===== config.mk =====
export PLATFORM = sky130hd
export DESIGN_NAME = psum_accum_flat
export DESIGN_NICKNAME = d
export VERILOG_FILES = /design/src/rtl/psum_accum_pkg.sv /design/src/rtl/psum_accum_if.sv /design/src/rtl/psum_fifo.sv /design/src/rtl/psum_accum.sv /design/src/flat_wrapper.sv
export SDC_FILE = /design/constraint.sdc
export NUM_CORES = 2
export LEC_CHECK = 0
export BUFFER_PORTS_ARGS = -buffer_cell sky130_fd_sc_hd__buf_2
export CAP_MARGIN = 20
export CORE_MARGIN = 1.5
export CORE_UTILIZATION = 51
export DETAILED_ROUTE_END_ITERATION = 7
export PLACE_DENSITY = 0.67
export RECOVER_POWER = 25
export SLEW_MARGIN = 15
export SYNTH_ARGS = -nofsm -noshare
export SYNTH_HDL_FRONTEND = slang
export SYNTH_SLANG_ARGS = --single-unit

===== constraint.sdc =====
create_clock -name clk -period 7.3 [get_ports clk]
set_clock_uncertainty 0.15 [all_clocks]
set_input_delay 0 -clock clk [delete_from_list [all_inputs] [get_ports clk]]
set_output_delay 0 -clock clk [all_outputs]
set_load 0.05 [all_outputs]

===== src/rtl/psum_accum_pkg.sv =====
// Shared constants and FSM encoding for the partial-sum accumulator.
package psum_accum_pkg;

    localparam int LANES  = 10;
    localparam int PSUM_W = 22;
    localparam int OUT_W  = 8;

    typedef enum logic [0:0] {
        ST_IDLE  = 1'b0,
        ST_ACCUM = 1'b1
    } state_e;

endpackage


===== src/rtl/psum_accum_if.sv =====
// Row stream in, quantised row stream out, plus sticky status flags.
interface psum_accum_if;
    import psum_accum_pkg::*;

    logic                      in_valid;
    logic                      in_ready;
    logic [LANES*PSUM_W-1:0]   psum_in;
    logic                      first_ch;
    logic                      last_ch;
    logic                      out_valid;
    logic                      out_ready;
    logic [LANES*OUT_W-1:0]    ofmap_out;
    logic                      ovf_flag;
    logic                      proto_err;

    modport slave (
        input  in_valid, psum_in, first_ch, last_ch, out_ready,
        output in_ready, out_valid, ofmap_out, ovf_flag, proto_err
    );

    modport master (
        output in_valid, psum_in, first_ch, last_ch, out_ready,
        input  in_ready, out_valid, ofmap_out, ovf_flag, proto_err
    );

endinterface


===== src/rtl/psum_fifo.sv =====
// Output row FIFO; DEPTH must be a power of two (>= 2) so pointers wrap naturally.
module psum_fifo #(
    parameter int W     = 80,
    parameter int DEPTH = 4
) (
    input  logic         clk,
    input  logic         rst,
    input  logic         push,
    input  logic [W-1:0] push_data,
    input  logic         pop,
    output logic [W-1:0] head_data,
    output logic         full,
    output logic         not_empty
);

    localparam int AW = $clog2(DEPTH);
    localparam int CW = AW + 1;

    logic [W-1:0]  mem_r [DEPTH];
    logic [AW-1:0] wr_ptr_r;
    logic [AW-1:0] rd_ptr_r;
    logic [CW-1:0] count_r;
    logic          push_ok_s;
    logic          pop_ok_s;

    assign full      = (count_r == CW'(DEPTH));
    assign not_empty = (count_r != {CW{1'b0}});
    assign push_ok_s = push && !full;
    assign pop_ok_s  = pop && not_empty;
    // Empty FIFO presents zero so the output reads clean after reset.
    assign head_data = not_empty ? mem_r[rd_ptr_r] : {W{1'b0}};

    // Row storage, written at the tail.
    always_ff @(posedge clk) begin
        if (push_ok_s) begin
            mem_r[wr_ptr_r] <= push_data;
        end
    end

    // Pointer and occupancy tracking.
    always_ff @(posedge clk or negedge rst) begin
        if (!rst) begin
            wr_ptr_r <= {AW{1'b0}};
            rd_ptr_r <= {AW{1'b0}};
            count_r  <= {CW{1'b0}};
        end else begin
            if (push_ok_s) begin
                wr_ptr_r <= wr_ptr_r + AW'(1);
            end
            if (pop_ok_s) begin
                rd_ptr_r <= rd_ptr_r + AW'(1);
            end
            case ({push_ok_s, pop_ok_s})
                2'b10:   count_r <= count_r + CW'(1);
                2'b01:   count_r <= count_r - CW'(1);
                default: count_r <= count_r;
            endcase
        end
    end

endmodule


===== src/rtl/psum_accum.sv =====
// Accumulates per-lane partial sums across input channels, then ReLU/shift/clamp
// quantises each completed row into an output FIFO.
module psum_accum
    import psum_accum_pkg::*;
#(
    parameter int ACC_W = 28,
    parameter int SHIFT = 4,
    parameter int DEPTH = 4
) (
    input  logic          clk,
    input  logic          rst,
    psum_accum_if.slave   bus
);

    localparam logic signed [ACC_W-1:0] ACC_MAX = {1'b0, {(ACC_W-1){1'b1}}};
    localparam logic signed [ACC_W-1:0] ACC_MIN = {1'b1, {(ACC_W-1){1'b0}}};

    state_e                  state_r;
    logic signed [ACC_W-1:0] acc_r      [LANES];
    logic                    ovf_r;
    logic                    proto_r;

    logic signed [ACC_W-1:0] lane_s     [LANES];
    logic        [ACC_W:0]   sum_s      [LANES];
    logic signed [ACC_W-1:0] sat_sum_s  [LANES];
    logic signed [ACC_W-1:0] nxt_acc_s  [LANES];
    logic [LANES-1:0]        sat_s;
    logic [LANES*OUT_W-1:0]  push_row_s;
    logic [LANES*OUT_W-1:0]  head_row_s;
    logic                    fifo_full_s;
    logic                    fifo_valid_s;
    logic                    accept_s;
    logic                    add_mode_s;
    logic                    load_s;
    logic                    push_s;
    logic                    ovf_set_s;

    function automatic logic [OUT_W-1:0] quant(input logic signed [ACC_W-1:0] v);
        logic signed [ACC_W-1:0] sh;
        sh = v >>> SHIFT;
        if (v[ACC_W-1]) begin
            return {OUT_W{1'b0}};
        end else if (|sh[ACC_W-1:OUT_W]) begin
            return {OUT_W{1'b1}};
        end else begin
            return sh[OUT_W-1:0];
        end
    endfunction

    // Per-lane saturating add, restart/accumulate select and quantisation.
    always_comb begin
        accept_s   = bus.in_valid && !fifo_full_s;
        add_mode_s = (state_r == ST_ACCUM) && !bus.first_ch;
        load_s     = accept_s && (bus.first_ch || (state_r == ST_ACCUM));
        push_s     = load_s && bus.last_ch;
        sat_s      = {LANES{1'b0}};
        push_row_s = {(LANES*OUT_W){1'b0}};
        for (int k = 0; k < LANES; k++) begin
            lane_s[k] = {{(ACC_W-PSUM_W){bus.psum_in[k*PSUM_W+PSUM_W-1]}},
                         bus.psum_in[k*PSUM_W +: PSUM_W]};
            sum_s[k]  = {acc_r[k][ACC_W-1], acc_r[k]} + {lane_s[k][ACC_W-1], lane_s[k]};
            // Top two bits disagree only when the true sum left the ACC_W range.
            if (sum_s[k][ACC_W] != sum_s[k][ACC_W-1]) begin
                sat_s[k]     = 1'b1;
                sat_sum_s[k] = sum_s[k][ACC_W] ? ACC_MIN : ACC_MAX;
            end else begin
                sat_sum_s[k] = sum_s[k][ACC_W-1:0];
            end
            if (add_mode_s) begin
                nxt_acc_s[k] = sat_sum_s[k];
            end else begin
                nxt_acc_s[k] = lane_s[k];
            end
            push_row_s[k*OUT_W +: OUT_W] = quant(nxt_acc_s[k]);
        end
        ovf_set_s = accept_s && add_mode_s && (|sat_s);
    end

    // Channel sequencing FSM with accumulator and sticky flag state.
    always_ff @(posedge clk or negedge rst) begin
        if (!rst) begin
            state_r <= ST_IDLE;
            ovf_r   <= 1'b0;
            proto_r <= 1'b0;
            for (int k = 0; k < LANES; k++) begin
                acc_r[k] <= {ACC_W{1'b0}};
            end
        end else begin
            if (load_s) begin
                for (int k = 0; k < LANES; k++) begin
                    acc_r[k] <= nxt_acc_s[k];
                end
            end
            if (ovf_set_s) begin
                ovf_r <= 1'b1;
            end
            if (accept_s) begin
                case (state_r)
                    ST_IDLE: begin
                        if (bus.first_ch) begin
                            state_r <= bus.last_ch ? ST_IDLE : ST_ACCUM;
                        end else begin
                            proto_r <= 1'b1;
                        end
                    end
                    ST_ACCUM: begin
                        if (bus.first_ch) begin
                            proto_r <= 1'b1;
                            state_r <= bus.last_ch ? ST_IDLE : ST_ACCUM;
                        end else if (bus.last_ch) begin
                            state_r <= ST_IDLE;
                        end else begin
                            state_r <= ST_ACCUM;
                        end
                    end
                    default: state_r <= ST_IDLE;
                endcase
            end
        end
    end

    psum_fifo #(
        .W     (LANES*OUT_W),
        .DEPTH (DEPTH)
    ) u_fifo (
        .clk       (clk),
        .rst       (rst),
        .push      (push_s),
        .push_data (push_row_s),
        .pop       (bus.out_ready),
        .head_data (head_row_s),
        .full      (fifo_full_s),
        .not_empty (fifo_valid_s)
    );

    assign bus.in_ready  = !fifo_full_s;
    assign bus.out_valid = fifo_valid_s;
    assign bus.ofmap_out = head_row_s;
    assign bus.ovf_flag  = ovf_r;
    assign bus.proto_err = proto_r;

endmodule

===== src/flat_wrapper.sv =====
// flat-port wrapper written by rule: the top's interface ports become plain ports
module psum_accum_flat import psum_accum_pkg::*;
#(
    parameter int ACC_W = 28,
    parameter int SHIFT = 4,
    parameter int DEPTH = 4
)
  (clk, rst, bus_in_valid, bus_psum_in, bus_first_ch, bus_last_ch, bus_out_ready, bus_in_ready, bus_out_valid, bus_ofmap_out, bus_ovf_flag, bus_proto_err);
  psum_accum_if bus_i ();
  input  logic clk;
  input  logic rst;
  input wire logic [$bits(bus_i.in_valid)-1:0] bus_in_valid;
  input wire logic [$bits(bus_i.psum_in)-1:0] bus_psum_in;
  input wire logic [$bits(bus_i.first_ch)-1:0] bus_first_ch;
  input wire logic [$bits(bus_i.last_ch)-1:0] bus_last_ch;
  input wire logic [$bits(bus_i.out_ready)-1:0] bus_out_ready;
  output wire logic [$bits(bus_i.in_ready)-1:0] bus_in_ready;
  output wire logic [$bits(bus_i.out_valid)-1:0] bus_out_valid;
  output wire logic [$bits(bus_i.ofmap_out)-1:0] bus_ofmap_out;
  output wire logic [$bits(bus_i.ovf_flag)-1:0] bus_ovf_flag;
  output wire logic [$bits(bus_i.proto_err)-1:0] bus_proto_err;
  assign bus_i.in_valid = bus_in_valid;
  assign bus_i.psum_in = bus_psum_in;
  assign bus_i.first_ch = bus_first_ch;
  assign bus_i.last_ch = bus_last_ch;
  assign bus_i.out_ready = bus_out_ready;
  assign bus_in_ready = bus_i.in_ready;
  assign bus_out_valid = bus_i.out_valid;
  assign bus_ofmap_out = bus_i.ofmap_out;
  assign bus_ovf_flag = bus_i.ovf_flag;
  assign bus_proto_err = bus_i.proto_err;
  psum_accum #(.ACC_W(ACC_W), .SHIFT(SHIFT), .DEPTH(DEPTH)) u_core (.clk(clk), .rst(rst), .bus(bus_i));
endmodule

# Word level (Yosys, flattened, before mapping)
# Memory sizes are Yosys's and may differ from the RTL's.
# Cells that the tools add are included.
[classes] div=0 eq_ne=15 multipliers=0 mux=70 n_lt_le_gt_ge=0 n_addsub=14 n_reduce_logical=25 shifts=0 n_bitwise=1
[ops] op="$mux 28" n=30
[ops] op="$add 28x22->29" n=10
[ops] op="$mux 8" n=20
[ops] op="$reduce_or 16->1" n=10
[ops] op="$mux 80" n=1
[ops] op="$mux 1" n=16
[ops] op="$ne 1x1->1" n=10
[ops] op="$reduce_or 10->1" n=1
[ops] op="$logic_and 1x1->1" n=8
[ops] op="$pmux 3 s2" n=1
[ops] op="$add 2x1->2 const B" n=2
[ops] op="$ne 2x2->1 const B" n=2
[ops] op="$pmux 1 s2" n=2
[ops] op="$add 3x1->3 const B" n=1
[ops] op="$eq 3x3->1 const B" n=1
[ops] op="$reduce_and 3->1" n=1
[ops] op="$reduce_bool 3->1" n=1
[ops] op="$sub 3x1->3 const B" n=1
[ops] op="$eq 2x1->1 const B" n=1
[ops] op="$eq 2x2->1 const B" n=1
[ops] op="$logic_not 1->1" n=2
[ops] op="$reduce_bool 2->1" n=1
[ops] op="$logic_or 1x1->1" n=1
[ops] op="$not 1->1" n=1
[totals] ram_bits=320 rom_bits=0 output_inout_bits=84 latchBits=0 regBits=290 wordCells=142 n_memories=1
[memory_table] memory="u_core.u_fifo.mem_r" depth=4 word_bits=80 read_ports=1 rd_ports_with_merged_regs=0 write_ports=1 line_no="psum_fifo.sv:19" source="logic [W-1:0] mem_r [DEPTH];"

# Logic depth before layout (Yosys ltp)
[logic_depth] word_depth=8 depth_mapped=23

# Hierarchy
# A second synthesis with hierarchy kept.
[hier_totals] cells_unflattened=4935 area_unflattened_um2=44956.9
[by_module_without_submodules] mod="psum_accum" area_per_inst_um2=32377.3 cells_per_inst=4391 n_inst=1
[by_module_without_submodules] mod="psum_fifo" area_per_inst_um2=12579.6 cells_per_inst=544 n_inst=1

# Worst setup path before layout
# No wires, ideal clock.
[synth_timing] kind="reg-to-reg" start="reg u_core.acc_r[146] (netlist name)" end="mem u_core.u_fifo.mem_r[0][32] (data pin)" synth_period_minus_slack_ns=5.392 path_slack_ns=1.908 required_ns=6.852 n_path_buf=1 t_arrival_ns=4.944 path_stages_with_launch=24 setup_ns=0.298 cell_sequence="dfrtp_1 > ha_1 > a21o_1 > a21oi_1 > o21ai_0 > a21oi_1 > a21oi_1 > o41ai_1 > nor2_1 > a2111oi_0 > nor2b_1 > o21ai_0 > nand2b_1 > xnor2_1 > ha_1 > inv_1 > a211oi_1 > a311oi_1 > buf_2 > a31oi_1 > a2111oi_0 > nand4_1 > a211oi_2 > a31oi_1"
[synth_between] elab_chain_len=7 elab_cells_between_ends=8 cone_classes="add/sub: 1; eq/ne: 1; mux: 5; reduce/logical: 1"
[synth_rtl] element="start: declaration" line_no="psum_accum.sv:19" source="logic signed [ACC_W-1:0] acc_r [LANES];"
[synth_rtl] element="start signal: indexed assignment" line_no="psum_accum.sv:86" source="acc_r[k] <= {ACC_W{1'b0}};"
[synth_rtl] element="start signal: indexed assignment" line_no="psum_accum.sv:91" source="acc_r[k] <= nxt_acc_s[k];"
[synth_rtl] element="$add 28x22->29 (*)" line_no="psum_accum.sv:61" source="sum_s[k] = {acc_r[k][ACC_W-1], acc_r[k]} + {lane_s[k][ACC_W-1], lane_s[k]};"
[synth_rtl] element="$mux 28 or $ne 1x1->1 (tied branches)" line_no="psum_accum.sv:65, psum_accum.sv:63"
[synth_rtl] element="$mux 28 (*)" line_no="psum_accum.sv:63" source="if (sum_s[k][ACC_W] != sum_s[k][ACC_W-1]) begin"
[synth_rtl] element="$mux 28 (*)" line_no="psum_accum.sv:69" source="if (add_mode_s) begin"
[synth_rtl] element="$reduce_or 16->1" line_no="psum_accum.sv:43" source="end else if (|sh[ACC_W-1:OUT_W]) begin"
[synth_rtl] element="$mux 8" line_no="psum_accum.sv:43"
[synth_rtl] element="$mux 8 (*)" line_no="psum_accum.sv:41" source="if (v[ACC_W-1]) begin"
[synth_rtl] element="net u_core.push_row_s[32]" line_no="psum_accum.sv:28" source="logic [LANES*OUT_W-1:0] push_row_s;"
[synth_rtl] element="end: declaration" line_no="psum_fifo.sv:19"
# Mark *: on every way through the listed nets, which the timed path passes. The rest lies on a longest branch.

# Worst setup path in the final report
[layout_timing] start="reg u_core.acc_r[141] (netlist name)" end="mem u_core.u_fifo.mem_r[1][34] (data pin)"
# Same word-level chain as after synthesis.

==> results.sh <==
export IMPL_outcome="finished, violations left"
export IMPL_violations="capacitance limit, slew limit"
export IMPL_required_ns=7.45
export IMPL_synth_warnings=0
export IMPL_fmax_ghz=0.1511
export IMPL_syn_area_um2=43060
export IMPL_num_rows=106
export IMPL_coreArea_um2=83560
export IMPL_grt_ovfl_total=0
export IMPL_fillerInstances=7252
export IMPL_clk_path_buf_depth=3
export IMPL_power_share_clock_pct=15.0
export IMPL_clk_latency_ns=0.62
export IMPL_cts_htree_levels=3
export IMPL_tritoncts="done"
export IMPL_seqCellArea_um2=16870
export IMPL_drv_cap=8
export IMPL_wirelength_um=130500
export IMPL_postRouteAntennaNets=0
export IMPL_vias_per_cell=6.107
export IMPL_fin_crit_ns=6.620
export IMPL_grt_util_all_layers_pct=29.76
export IMPL_slew_headroom_pct=-200.7
export IMPL_setup_viol=0
export IMPL_rsz0062_at_grt="false"
export IMPL_syn_to_final_growth_pct=16.68
export IMPL_netlist_cell_type_count=108
export IMPL_cts_sinks=610
export IMPL_cp_arrival_ns=6.77
export IMPL_power_switching_mw=11.75
export IMPL_cts_root_buf="clkbuf_16"
export IMPL_dieWidth_um=293.6
export IMPL_syn_nets=5136
export IMPL_share_comb_of_total_power_pct=62.8
export IMPL_yosysSeqAreaShare_pct=39.17
export IMPL_first_global_vias=36110
export IMPL_synth_seq_cells=610
export IMPL_place_gp_congestion=0.9521
export IMPL_power_density_nw_per_um2=484.2
export IMPL_fin_crit_sh_pct=90.69
export IMPL_p_sw_share_pct=48.30
export IMPL_internal_power_mw=12.58
export IMPL_crit_type="register to register"
export IMPL_synth_top_area_share_pct=22.32
export IMPL_p_leak_nw=20.77
export IMPL_setup_worst_path_end_class="register"
export IMPL_holdPathStages=4
export IMPL_postSynth_asyncResetShare_pct=47.54
export IMPL_cts_buffers=70
export IMPL_synthCells=4610
export IMPL_hold_viol_final=0
export IMPL_synthFlopType="edfxtp_1"
export IMPL_first_pass_iters=5
export IMPL_drive_gt1_share_pct=12.57
export IMPL_synthMostInstantiatedCell="nand2_1"
export IMPL_ir_drop_mv=0.2412
export IMPL_multi_input_area_um2=24890
export IMPL_yosys_area_top_type="edfxtp_1"
export IMPL_grt_pass1_wl_um=204300
export IMPL_antenna_found_initial=28
export IMPL_wl_per_cell_um=21.07
export IMPL_fin_nets=5563
export IMPL_timing_hold_ws_ns=0.09204
export IMPL_hp_class="primary input to register"
export IMPL_seqPwrFrac_pct=22.2
export IMPL_final_setup_tns_ns=0
export IMPL_io_buffer_count=309
export IMPL_cts_clk_slew_worst_paths_ns=0.06
export IMPL_drtIter0Drc=3144
export IMPL_ff2ff_path_depth=22
export IMPL_synth_area_per_cell_um2=9.340
export IMPL_drc=0
export IMPL_synthTopCellsByCount="nand2_1 (519), a21oi_1 (497), o21ai_0 (406)"
export IMPL_worstMarginPinSlew_ns=4.510
export IMPL_grt_max_degree=213
export IMPL_start_util_pct=51.53
export IMPL_ioPinCount=310
export IMPL_path_max_fanout=21
export IMPL_synth_edff_count=320
export IMPL_synth_area_leaders="edfxtp_1 (22%), dfrtp_1 (17%), ha_1 (8.4%)"
export IMPL_start_kind="register"
export IMPL_dieHeight_um=293.6
export IMPL_dp_hpwl_um=92800
export IMPL_slew_violations=702
export IMPL_fp_dieArea_um2=86180
export IMPL_dr_total_vias=37820
export IMPL_cts_setup_buffers=0
-- cell usage in the layout (no fill, tap or decap), drive strengths merged, types with 59 or more instances in the layout --
| cell | instances |
|---|---|
| dlygate4sd3 | 239 |
| ha | 289 |
| o21a | 63 |
| buf | 347 |
| edfxtp | 320 |
| a21o | 159 |
| a31oi | 80 |
| nand2 | 520 |
| a21oi | 498 |
| dfrtp | 290 |
| o31ai | 61 |
| and2 | 100 |
| o21ai | 418 |
| nor2 | 327 |
| clkbuf | 101 |
| xor2 | 94 |
| xnor2 | 137 |
| nand4 | 59 |
| inv | 114 |
| o211ai | 77 |
| nand3 | 82 |
| mux4 | 80 |
-- layout make-up --
class	instances	share of cell area (%)
repair buffers	596	8.558
clock buffers	91	3.783
diodes	20	0.09962
well taps	1080	2.690
inverters	112	0.8418
clock inverters	36	0.9041
multi-input cells	3647	49.54
flip-flops and latches	610	33.59
-- cell families (layout without fill, tap and decap cells) --
| family | Yosys count | count (layout) | synth area share [%] |
|---|---|---|---|
| xor gates and xnor gates | 231 | 231 | 4.699 |
| AOI/OAI and AO/OA | 1663 | 1663 | 24.44 |
| buffers and inverters | 353 | 835 | 3.165 |
| adders and majority gates | 304 | 304 | 9.003 |
| DFF | 610 | 610 | 39.17 |
| other | 0 | 20 | 0 |
| and+or+nand+nor | 1325 | 1325 | 14.22 |
| muxes | 124 | 124 | 5.303 |
-- flip-flops by register name, summed over array words and instances (netlist names) --
| signal | flops |
|---|---|
| u_core.u_fifo.count_r | 3 |
| u_core.acc_r | 280 |
| u_core.state_r | 1 |
| u_core.u_fifo.mem_r | 320 |
| u_core.u_fifo.rd_ptr_r | 2 |
| u_core.u_fifo.wr_ptr_r | 2 |
| u_core.bus.proto_err | 1 |
| u_core.bus.ovf_flag | 1 |
-- power by group through the flow --
stage	Sequential (mW)	Clock [mW]	Combinational, mW
after floorplan	5.17	0	11.4
after global placement	5.41	0	14.7
after detailed placement	5.43	0	14.8
after CTS	5.39	3.71	15.0
after global routing	5.52	3.84	16.7
final	5.40	3.65	15.3
-- metrics by stage --
| step | worst slack, ns | area, um^2 | utilization (%) | cells | power (mW) |
|---|---|---|---|---|---|
| detailed placement | 0.5801 | 45480 | 54.44 | 5804 | 20.23 |
| floorplan | 1.908 | 43060 | - | 4610 | 16.58 |
| finish | 0.6798 | 50240 | 60.12 | 6192 | 24.33 |
| CTS | 0.5134 | 50260 | 60.15 | 6171 | 24.13 |
| global route | 0.04212 | 50220 | 60.10 | 6184 | 26.08 |
| global placement | 0.6908 | 45480 | 54.44 | 5804 | 20.12 |
-- worst max-delay path: stages, from the launching register on --
cell       delay [ns]
dfrtp_1          0.38
ha_1             0.28
a21o_1           0.17
a21oi_1          0.37
o21ai_0          0.27
nand3_1          0.23
a21oi_1          0.14
o41ai_1          0.55
nor2_1           0.10
a2111oi_1        0.57
nor2b_1          0.09
o21ai_0          0.17
nand2b_1         0.12
xnor2_1          0.14
ha_1             0.42
buf_4            0.27
a311oi_1         0.32
buf_4            0.23
a21oi_1          0.08
a2111oi_0        0.38
nand4_1          0.23
a211oi_4         0.40
a31oi_1          0.25
-- worst paths after layout --
path,slack [ns],startpoint,end
max in group asynchronous,1.42,rst,u_core.u_fifo.rd_ptr_r[1]$_DFFE_PN0P_
worst min-delay path,0.09,bus_first_ch,u_core.state_r$_DFFE_PN0P_
min in group asynchronous,2.08,rst,u_core.acc_r[232]$_DFFE_PN0P_
worst max register to register,0.68,u_core.acc_r[141]$_DFFE_PN0P_,u_core.u_fifo.mem_r[1][34]$_DFFE_PP_
worst max-delay path,0.68,u_core.acc_r[141]$_DFFE_PN0P_,u_core.u_fifo.mem_r[1][34]$_DFFE_PP_
worst min register to register,0.32,u_core.acc_r[22]$_DFFE_PN0P_,u_core.acc_r[22]$_DFFE_PN0P_
-- repair_timing --
item	4_1_cts	5_1_grt
endpoints found under the setup margin	0	32
endpoints found under the hold margin	619	0
gates resized for setup	0	2
hold buffers	240	0
-- per-layer routing --
layer	wire length (um)	GRT usage (%)	share of wire [%]
met1	60660	43.65	46
met2	58470	46.67	45
met3	8699	4.160	6.7
met4	2498	6.701	1.9
met5	168	0	0.13
No activity file was read; power rests on OpenSTA's default activity.
